### config.mk
export PLATFORM = sky130hd
export DESIGN_NAME = axis_dest_router
export DESIGN_NICKNAME = d
export VERILOG_FILES = /design/src/rtl/axis_switch_pkg.sv /design/src/rtl/axis_pipe_reg.sv /design/src/rtl/axis_dest_router.sv
export SDC_FILE = /design/constraint.sdc
export NUM_CORES = 1
export LEC_CHECK = 0
export CORE_MARGIN = 8
export CORE_UTILIZATION = 46
export CTS_BUF_LIST = sky130_fd_sc_hd__clkbuf_8
export DETAILED_ROUTE_END_ITERATION = 16
export GPL_TIMING_DRIVEN = 0
export HOLD_SLACK_MARGIN = 0.05
export PLACE_DENSITY = 0.92
export SYNTH_ARGS = -nofsm -noshare
export SYNTH_HDL_FRONTEND = slang
export SYNTH_HIERARCHICAL = 1
export SYNTH_SLANG_ARGS = --single-unit
export TNS_END_PERCENT = 10
### constraint.sdc
create_clock -name clk -period 4.5 [get_ports clk]
set_input_delay 0.9 -clock clk [delete_from_list [all_inputs] [get_ports clk]]
set_output_delay 0.9 -clock clk [all_outputs]
set_load 0.02 [all_outputs]
### src/rtl/axis_switch_pkg.sv
// Shared types for the AXI-Stream switch egress path: router FSM states, beat record, id-width helper.
package axis_switch_pkg;

  localparam int AXIS_DATA_W = 32;
  localparam int AXIS_DEST_W = 4;

  typedef enum logic [1:0] {
    HEAD = 2'd0,
    BODY = 2'd1,
    DROP = 2'd2
  } router_state_t;

  typedef struct packed {
    logic [AXIS_DATA_W-1:0] data;
    logic [AXIS_DEST_W-1:0] dest;
    logic                   last;
  } axis_beat_t;

  // Width of a port index; never zero so a 1-port corner still elaborates.
  function automatic int port_id_w(input int n);
    return (n > 1) ? $clog2(n) : 1;
  endfunction

endpackage

### src/rtl/axis_pipe_reg.sv
// One-deep valid/ready register carrying a beat and its destination port id.
module axis_pipe_reg
  import axis_switch_pkg::*;
#(
  parameter type beat_t = axis_beat_t,
  parameter int  ID_W   = 3
) (
  input  logic            clk,
  input  logic            reset_n,
  input  beat_t           in_beat,
  input  logic [ID_W-1:0] in_id,
  input  logic            in_vld,
  output logic            in_rdy,
  output beat_t           out_beat,
  output logic [ID_W-1:0] out_id,
  output logic            out_vld,
  input  logic            out_rdy
);

  assign in_rdy = !out_vld || out_rdy;

  // NOTE: payload is reset as well so the shared m_* buses read zero after reset,
  // and it only loads on a real beat so it stays stable while a stall is pending.
  always_ff @(posedge clk or negedge reset_n) begin
    if (!reset_n) begin
      out_vld  <= 1'b0;
      out_beat <= '0;
      out_id   <= '0;
    end else if (in_rdy) begin
      out_vld <= in_vld;
      if (in_vld) begin
        out_beat <= in_beat;
        out_id   <= in_id;
      end
    end
  end

endmodule

### src/rtl/axis_dest_router.sv
// Routes whole AXI-Stream packets by the head beat's tdest to one of N_PORTS masters.
// Optional feature: define AXIS_ROUTER_DROP_EN to drop out-of-range packets and count them.
module axis_dest_router
  import axis_switch_pkg::*;
#(
  parameter int N_PORTS = 6,
  parameter int DATA_W  = AXIS_DATA_W,
  parameter int DEST_W  = AXIS_DEST_W,
  parameter int CNT_W   = 16
) (
  input  logic               clk,
  input  logic               reset_n,
  input  logic [DATA_W-1:0]  s_tdata,
  input  logic [DEST_W-1:0]  s_tdest,
  input  logic               s_tlast,
  input  logic               s_tvalid,
  output logic               s_tready,
  output logic [DATA_W-1:0]  m_tdata,
  output logic [DEST_W-1:0]  m_tdest,
  output logic               m_tlast,
  output logic [N_PORTS-1:0] m_tvalid,
  input  logic [N_PORTS-1:0] m_tready,
  output logic               busy_o
`ifdef AXIS_ROUTER_DROP_EN
  ,
  output logic [CNT_W-1:0]   drop_cnt_o
`endif
);

  localparam int ID_W = port_id_w(N_PORTS);

  if (N_PORTS < 2 || CNT_W < 1) begin : g_bad_cfg
    $error("axis_dest_router: N_PORTS must be >= 2 and CNT_W >= 1");
  end

  typedef struct packed {
    logic [DATA_W-1:0] data;
    logic [DEST_W-1:0] dest;
    logic              last;
  } beat_t;

  router_state_t   state;
  logic [ID_W-1:0] route_id, head_id, sel_id, out_id;
  logic [DEST_W-1:0] head_dest;
  logic            is_head, dest_oor, drop_now, accept;
  logic            pipe_in_rdy, pipe_out_rdy, out_vld;
  beat_t           in_beat, out_beat;

  assign is_head  = (state == HEAD);
  assign dest_oor = int'(s_tdest) >= N_PORTS;
  assign head_id  = dest_oor ? ID_W'(N_PORTS - 1) : ID_W'(s_tdest);
  assign sel_id   = is_head ? head_id : route_id;

  // m_tdest reports the head's destination for every beat of the packet.
  assign in_beat = '{data: s_tdata, dest: (is_head ? s_tdest : head_dest), last: s_tlast};

`ifdef AXIS_ROUTER_DROP_EN
  assign drop_now = (is_head && dest_oor) || (state == DROP);
`else
  assign drop_now = 1'b0;
`endif

  assign s_tready     = drop_now || pipe_in_rdy;
  assign accept       = s_tvalid && s_tready;
  assign pipe_out_rdy = m_tready[out_id];

  axis_pipe_reg #(
    .beat_t (beat_t),
    .ID_W   (ID_W)
  ) u_pipe (
    .clk      (clk),
    .reset_n  (reset_n),
    .in_beat  (in_beat),
    .in_id    (sel_id),
    .in_vld   (s_tvalid && !drop_now),
    .in_rdy   (pipe_in_rdy),
    .out_beat (out_beat),
    .out_id   (out_id),
    .out_vld  (out_vld),
    .out_rdy  (pipe_out_rdy)
  );

  assign m_tdata = out_beat.data;
  assign m_tdest = out_beat.dest;
  assign m_tlast = out_beat.last;
  assign busy_o  = !is_head;

  // NOTE: default assignment first so the loop can never leave a bit unassigned (no latch).
  always_comb begin
    m_tvalid = '0;
    for (int i = 0; i < N_PORTS; i++) begin
      m_tvalid[i] = out_vld && (out_id == ID_W'(i));
    end
  end

  always_ff @(posedge clk or negedge reset_n) begin
    if (!reset_n) begin
      state     <= HEAD;
      route_id  <= '0;
      head_dest <= '0;
    end else if (accept) begin
      unique case (state)
        HEAD: begin
          route_id  <= head_id;
          head_dest <= s_tdest;
          if (!s_tlast) state <= drop_now ? DROP : BODY;
        end
        BODY, DROP: if (s_tlast) state <= HEAD;
        default:    state <= HEAD;
      endcase
    end
  end

`ifdef AXIS_ROUTER_DROP_EN
  logic [CNT_W-1:0] drop_cnt;

  always_ff @(posedge clk or negedge reset_n) begin
    if (!reset_n) begin
      drop_cnt <= '0;
    end else if (accept && drop_now && s_tlast && (drop_cnt != '1)) begin
      drop_cnt <= drop_cnt + CNT_W'(1);
    end
  end

  assign drop_cnt_o = drop_cnt;
`endif

  a_onehot: assert property (@(posedge clk) disable iff (!reset_n) $onehot0(m_tvalid));

  a_stable: assert property (@(posedge clk) disable iff (!reset_n)
    (out_vld && !pipe_out_rdy) |=> (out_vld && $stable(out_beat) && $stable(out_id)));

  a_route: assert property (@(posedge clk) disable iff (!reset_n)
    (state == BODY) |=> $stable(route_id));

endmodule

==> impl_results.md, run 1 <==
* Fraction of layout instances using a drive strength above 1 at 0.297
* Hold-fix buffers, CTS at 0
* Final Critical Period at 3480 ps
* Residual DRC at 0
* Die area at 7340 um2
* Layout area overhead at 48.9%
* Syn avg cell area at 16.0 um2
* Area after DPL at 3220 um2
* FF-to-FF path depth at 7
* WP depth at 5
* Main area contributors after synthesis: dfrtp_1 (55%), mux2_4 (28%), mux2_2 (4.5%)
* Initial antenna violation count at 0
* Flop and latch count out of synthesis at around 50
* Fin area at around 3300 um2
* Most frequent CP cell: clkdlybuf4s50_1
* First-pass GRT wire length at 8.51 mm
* Largest net degree at the start of global routing at 27
* Unrepaired setup endpoints after global routing: no
* Clock latency at the later pin of the worst-skew pair at around 290 ps
* Worst-Margin Slew at 611 ps
* Pwr Density at 745 nW/um2
* Setup TNS at 0 ps
* Top cell family by delay on the critical path: buffers and inverters
* Post-Route WL at 5.13 mm
* Wire length per cell at 17.5 um
* Chip Height at 85.7 um
* Syn nets at 186
* Synth Area in Simple Gates at 0.0527
* N_diodes at 0
* Largest family of logic cells by synthesized area: multiplexers
* Multi-input gate area at 927 um2
* Post-Synth Adder-Cell Area at 0
* DR vias/cell at 4.99
* Post-CTS sizing at 0
* WS Path Type: in -> out
* Crit path DAT at 2580 ps
* Clock Sink Count at between 40 and 50
* Initial Utilization at 0.476
* Post-CTS setup buffers at 0
* Clk buf depth at 2
* P_leak at roughly 1.5 nW
* Post-Syn Area at 2230 um2
* Synth area leader: dfrtp_1
* CTS tree: built
* Gp weighted congestion at 0.740
* DP Wirelength at ~4.0 mm
* Antenna Violating Nets Remaining at 0
* Yosys top cell area share at 0.549
* Mux contribution to synthesized area at 0.334
* Tot GR Track Use at 0.147
* Post-synth top flop: dfrtp_1
* H-tree depth at 2
* Hold path depth at 1
* IO buf count at 90
* CP Data Required Time at 3600 ps
* Async set-or-reset flop fraction in the synthesized netlist at 1.00
* Max FO, Critical Path at 4
* Max-cap violations at 0
* Max stage delay cell, worst path: clkdlybuf4s50_1
* CP Launch Type: input port
* Storage cell area at ~1200 um2
* Total CTS buffers at 5
* EDFF count, synth at 0
* Drt pass-1 iters at 4
* Post-synthesis xor/xnor area fraction at 0
* Fin nets at 284
* Count leader, synth: dfrtp_1
* Yosys warns at 6
* Final period utilization at 0.773
* Clock Skews at 5.46 ps
* Fmax at 0.288 GHz
* Buffers & Inverters on Critical Path at 2
* Vias at 1463
* DR iter-0 viols at 49
* Status: completed
* Mapped Cells at 140
* GR Overflow Total at 0
* Setup violators final at 0
* Final Max Tran Viols at 0
* Worst Hold Class: reg -> reg
* Post-synthesis compound-gate area fraction at 0.0280
* Fill cells at 339
* Core area at 4690 um2
* Sequential share of the synthesized area at 0.549
* Synth top cells by count: dfrtp_1 (49), mux2_4 (41), mux2_2 (9)
* IO Pins at 91
* Peak supply drop at 0.000448 V
* Vias in the first global route at around 1700
* Die Width at between 80 and 90 um
* Reg clk slew, reported paths at 80 ps
* CTS root buf: clkbuf_8
* Relative slew slack at 0.593
* CP endpoint kind: primary output
* Synth cell types at 22
* Row Count at 25
* Cell breakdown of the critical path: clkdlybuf4s50_1, mux2_4, o311a_1, nand2b_4, clkdlybuf4s50_1
* CP max stage delay at 560 ps
* Final hold violation count at 0
[where the power goes]
group | switching [W] | internal, W | total, W | leakage, nW
logic | 0.000586 | 0.000813 | 0.00140 | 0.894
registers | 0.000142 | 0.000663 | 0.000805 | 0.573
clock network | 0.000135 | 0.000139 | 0.000274 | 0.0542
total | 0.000863 | 0.00161 | 0.00248 | 1.52
[layer usage]
metal  up-vias  global-route usage  wire [um]
li1        683                   -          -
met1       722               0.162       2090
met2        54               0.251       2620
met3         4              0.0659        378
met4         0              0.0350         44
met5         -                   0          0
[state kept, by name (all words and copies together) (netlist names)]
name / cells
u_pipe/out_beat: 37
head_dest: 4
route_id: 3
u_pipe/out_id: 3
state: 1
u_pipe/out_vld: 1
[cells by family after synthesis]
kind of cell / after synthesis
simple gates: 19
flops: 49
buf+inv: 9
compound gates: 10
mux: 53
[area by class of cell]
cell class	instances	share of cell area
Tap cell	54	0.0203
Sequential cell	49	0.369
Inverter	2	0.00226
Timing Repair Buffer	91	0.278
Multi-Input combinational cell	82	0.279
Clock inverter	1	0.00150
Buffer	7	0.0218
Clock buffer	7	0.0290
[layout by cell type (no fill, tap or decap)]
cell | synthesis | layout
a211oi_1 | 1 | 1
a21oi_1 | 1 | 1
and4b_2 | 1 | 1
buf_16 | 0 | 1
buf_2 | 1 | 2
buf_6 | 6 | 6
clkbuf_8 | 0 | 7
clkdlybuf4s50_1 | 0 | 89
clkinv_2 | 0 | 1
dfrtp_1 | 49 | 49
inv_1 | 2 | 2
mux2_2 | 9 | 9
mux2_4 | 41 | 41
mux2i_1 | 3 | 3
nand2_1 | 6 | 6
nand2_4 | 1 | 1
nand2b_1 | 2 | 2
nand2b_4 | 1 | 1
nor2_1 | 3 | 3
nor3_1 | 2 | 2
nor3_2 | 1 | 1
nor3b_1 | 1 | 1
o21ai_0 | 5 | 5
o311a_1 | 1 | 1
o31ai_1 | 2 | 2
or2b_1 | 1 | 1
[final timing paths]
| kind | start | end | slack [ps] |
|---|---|---|---|
| max reg2reg | u_pipe/out_id[0] | head_dest[2] | 2430 |
| min in group asynchronous | reset_n | u_pipe/out_beat[27] | 620 |
| min | route_id[2] | route_id[2] | 510 |
| max | m_tready[0] | s_tready | 1020 |
| max in group asynchronous | reset_n | u_pipe/out_beat[13] | 3360 |
| min reg2reg | route_id[2] | route_id[2] | 510 |
[metrics by stage]
| stage | cells | util | hold slack, ps | total power (W) | setup slack [ps] |
|---|---|---|---|---|---|
| final | 293 | 0.709 | 509 | 0.00248 | 1020 |
| after global routing | 293 | 0.709 | 523 | 0.00264 | 972 |
| after CTS | 293 | 0.709 | 512 | 0.00251 | 1010 |
| after detailed placement | 285 | 0.687 | 491 | 0.00223 | 1010 |
| after global placement | 284 | 0.682 | 482 | 0.00219 | 1040 |
| after floorplan | 140 | - | 474 | 0.00166 | 1990 |
No activity file was read; power rests on OpenSTA's default activity.
==> run 2, diff against run 1 <==
--- a/config.mk
+++ b/config.mk
@@ -6,12 +6,12 @@
 export NUM_CORES = 1
 export LEC_CHECK = 0
 export CORE_MARGIN = 8
-export CORE_UTILIZATION = 46
+export CORE_UTILIZATION = 40
 export CTS_BUF_LIST = sky130_fd_sc_hd__clkbuf_8
 export DETAILED_ROUTE_END_ITERATION = 16
 export GPL_TIMING_DRIVEN = 0
 export HOLD_SLACK_MARGIN = 0.05
-export PLACE_DENSITY = 0.92
+export PLACE_DENSITY = 0.85
 export SYNTH_ARGS = -nofsm -noshare
 export SYNTH_HDL_FRONTEND = slang
 export SYNTH_HIERARCHICAL = 1
==> constraint.sdc (replaced) <==
create_clock -name clk -period 2.85 [get_ports clk]
set_input_delay 0.57 -clock clk [delete_from_list [all_inputs] [get_ports clk]]
set_output_delay 0.57 -clock clk [all_outputs]
set_load 0.02 [all_outputs]
==> run 2 against run 1 <==
  * Clock power grew 81%
  * Routed wire length is 1.3% higher
  * Setup slack worse by 670 ps
  * Critical endpoint unchanged
  * Total power grew 60%
  * Largest cell class unchanged
  * Sequential share of layout area decreased by 0.36 points
  * Critical path type unchanged
  * Global-route usage down 1.6 points
==> impl_results.md, run 2 (synthesized netlist as in run 1, its figures left out) <==
* Top flop regs: u_pipe/out_beat x37, head_dest x4
* Unrepaired setup endpoints after global routing: no
* Cell breakdown of the critical path: clkdlybuf4s50_1, mux2_4, o311a_1, nand2b_4, dlymetal6s2s_1
* Reg clk slew, reported paths at 80 ps
* Vias in the first global route at 1709
* Fin nets at about 280
* Core area at 5440 um2
* Clock latency at the later pin of the worst-skew pair at a little under 300 ps
* Highest-count cells in the layout ignoring fill and taps: clkdlybuf4s50_1 (88), dfrtp_1 (49), mux2_4 (41)
* Initial antenna violation count at 0
* Reg with most FFs: u_pipe/out_beat
* IO Pins at 91
* CTS tree: built
* WS Path Type: in -> out
* Peak supply drop at 0.000555 V
* Max FFs per register at 37
* CP Launch Type: input port
* Clock Skews at 3.86 ps
* Setup TNS at 0 ps
* Worst-Margin Slew at 590 ps
* Commonest non-fill, non-tap cell in the layout: clkdlybuf4s50_1
* Chip Height at 90.7 um
* Largest net degree at the start of global routing at 26
* Final Critical Period at 2500 ps
* Worst Hold Class: in -> async
* Final hold violation count at 0
* Placed cells at 303
* CP max stage delay at 390 ps
* Switching share of total power at 0.344
* Relative slew slack at 0.607
* Post-Route WL at 5.20 mm
* Max FO, Critical Path at 4
* Setup violators final at 0
* Final std cells w/o fill at 311
* Crit path DAT at between 1500 and 2000 ps
* CP Data Required Time at 2280 ps
* CTS root buf: clkbuf_8
* Final Max Tran Viols at 0
* Clock Sink Count at 49
* Total CTS buffers at 5
* Status: completed
* Max stage delay cell, worst path: clkdlybuf4s50_1
* Buffers & Inverters on Critical Path at 2
* Pre-CTS setup slack at around 13 ps
* Gp weighted congestion at 0.747
* Max-cap violations at 0
* Die area at 8230 um2
* Drt pass-1 iters at 4
* Wire length per cell at 16.7 um
* Antenna Violating Nets Remaining at 0
* Clock power share at 0.125
* Pwr Density at approximately 1200 nW/um2
* Fill cells at 431
* Fraction of layout instances using a drive strength above 1 at 0.293
* First-pass GRT wire length at 8.75 mm
* CP endpoint kind: primary output
* Vias at 1444
* Register share of total power at 0.321
* Residual DRC at 0
* Tot GR Track Use at 0.131
* GR Overflow Total at 0
* Clk buf depth at 2
* Layout area overhead at 50.4%
* Combinational Power Share at 0.554
* Utilization after layout at 0.617
* DP Wirelength at roughly 4.0 mm
* Row Count at 27
* Fmax at 0.400 GHz
* Worst hold slack at around 270 ps
* P_leak at 1.53 nW
* Slack of the critical path at 350 ps
* Final period utilization at 0.877
* DR iter-0 viols at 89
* Hold-fix buffers, CTS at 0
* N_diodes at 0
* H-tree depth at 2
* DR vias/cell at 4.64
* Initial Utilization at 0.411
* Psw at 0.00137 W
* Int Pwr at approximately 0.0026 W
* Top cell family by delay on the critical path: buffers and inverters
* IO buf count at 90
* Die Width at about 90 um
-- run 2: cell count changes in the layout (fill, tap and decap cells not counted), sizes merged --
| cell | previous run | this run |
|---|---|---|
| dlymetal6s2s | 0 | 1 |
| inv | 2 | 3 |
| bufinv | 0 | 1 |
| clkbuf | 7 | 6 |
| clkdlybuf4s50 | 89 | 88 |
| clkinv | 1 | 0 |
-- run 2: worst register-to-register path: cells and delay by family, from the launching register on --
kind / cells / cell delay, ps
multiplexers: 2 / 660
flip-flops: 1 / 390
buffers and inverters: 2 / 360
AO/OA/AOI/OAI: 1 / 300
AND/OR/NAND/NOR: 2 / 260
-- run 2: power by group through the flow --
stage / combinational, W / sequential [W] / clock (W)
finish: 0.00220 / 0.00128 / 0.000497
global route: 0.00233 / 0.00133 / 0.000546
CTS: 0.00224 / 0.00128 / 0.000519
detailed placement: 0.00223 / 0.00128 / 0
global placement: 0.00219 / 0.00127 / 0
floorplan: 0.00102 / 0.00159 / 0
-- run 2: worst paths after layout --
path,end,start,slack (ps),cells after the start
setup / recovery,s_tready,m_tready[0],350,5
hold / removal,u_pipe/out_beat[6],reset_n,270,1
setup reg to reg,head_dest[2],u_pipe/out_id[0],770,7
hold reg to reg,head_dest[1],head_dest[1],510,1
max in group asynchronous,route_id[2],reset_n,2050,2
min in group clk,head_dest[1],head_dest[1],510,1
-- run 2: timing repair --
| action | in CTS | in global routing |
|---|---|---|
| hold endpoints to repair | 0 | 0 |
| buffers inserted | 0 | 0 |
| setup endpoints to repair | 0 | 1 |
| resized for setup | 0 | 1 |
-- run 2: stage by stage --
| step | cell area (um2) | total power, W |
|---|---|---|
| 6_report | 3360 | 0.00398 |
| 5_1_grt | 3360 | 0.00421 |
| 4_1_cts | 3360 | 0.00404 |
| 3_5_place_dp | 3240 | 0.00351 |
| 3_3_place_gp | 3220 | 0.00346 |
| 2_1_floorplan | 2230 | 0.00262 |
-- run 2: layout make-up --
cell class / instances / area, um2 / area share
Buffer: 7 / 72.6 / 0.0216
Clock buffer: 6 / 82.6 / 0.0246
Clock inverter: 2 / 33.8 / 0.0101
Inverter: 2 / 7.51 / 0.00224
Multi-Input combinational cell: 82 / 927 / 0.276
Sequential cell: 49 / 1230 / 0.365
Tap cell: 72 / 90.1 / 0.0268
Timing Repair Buffer: 91 / 918 / 0.273
-- run 2: routing by layer --
layer	track usage	share of wire
met5	0	0
met4	0.0347	0.0083
met3	0.0532	0.069
met2	0.220	0.51
met1	0.150	0.41
==> run 3, diff against run 2 <==
--- a/config.mk
+++ b/config.mk
@@ -12,6 +12,7 @@
 export GPL_TIMING_DRIVEN = 0
 export HOLD_SLACK_MARGIN = 0.05
 export PLACE_DENSITY = 0.85
+export SLEW_MARGIN = 10
 export SYNTH_ARGS = -nofsm -noshare
 export SYNTH_HDL_FRONTEND = slang
 export SYNTH_HIERARCHICAL = 1
==> results of run 3 <==
No change in the layout: final DEF, timing and power equal those of run 2.
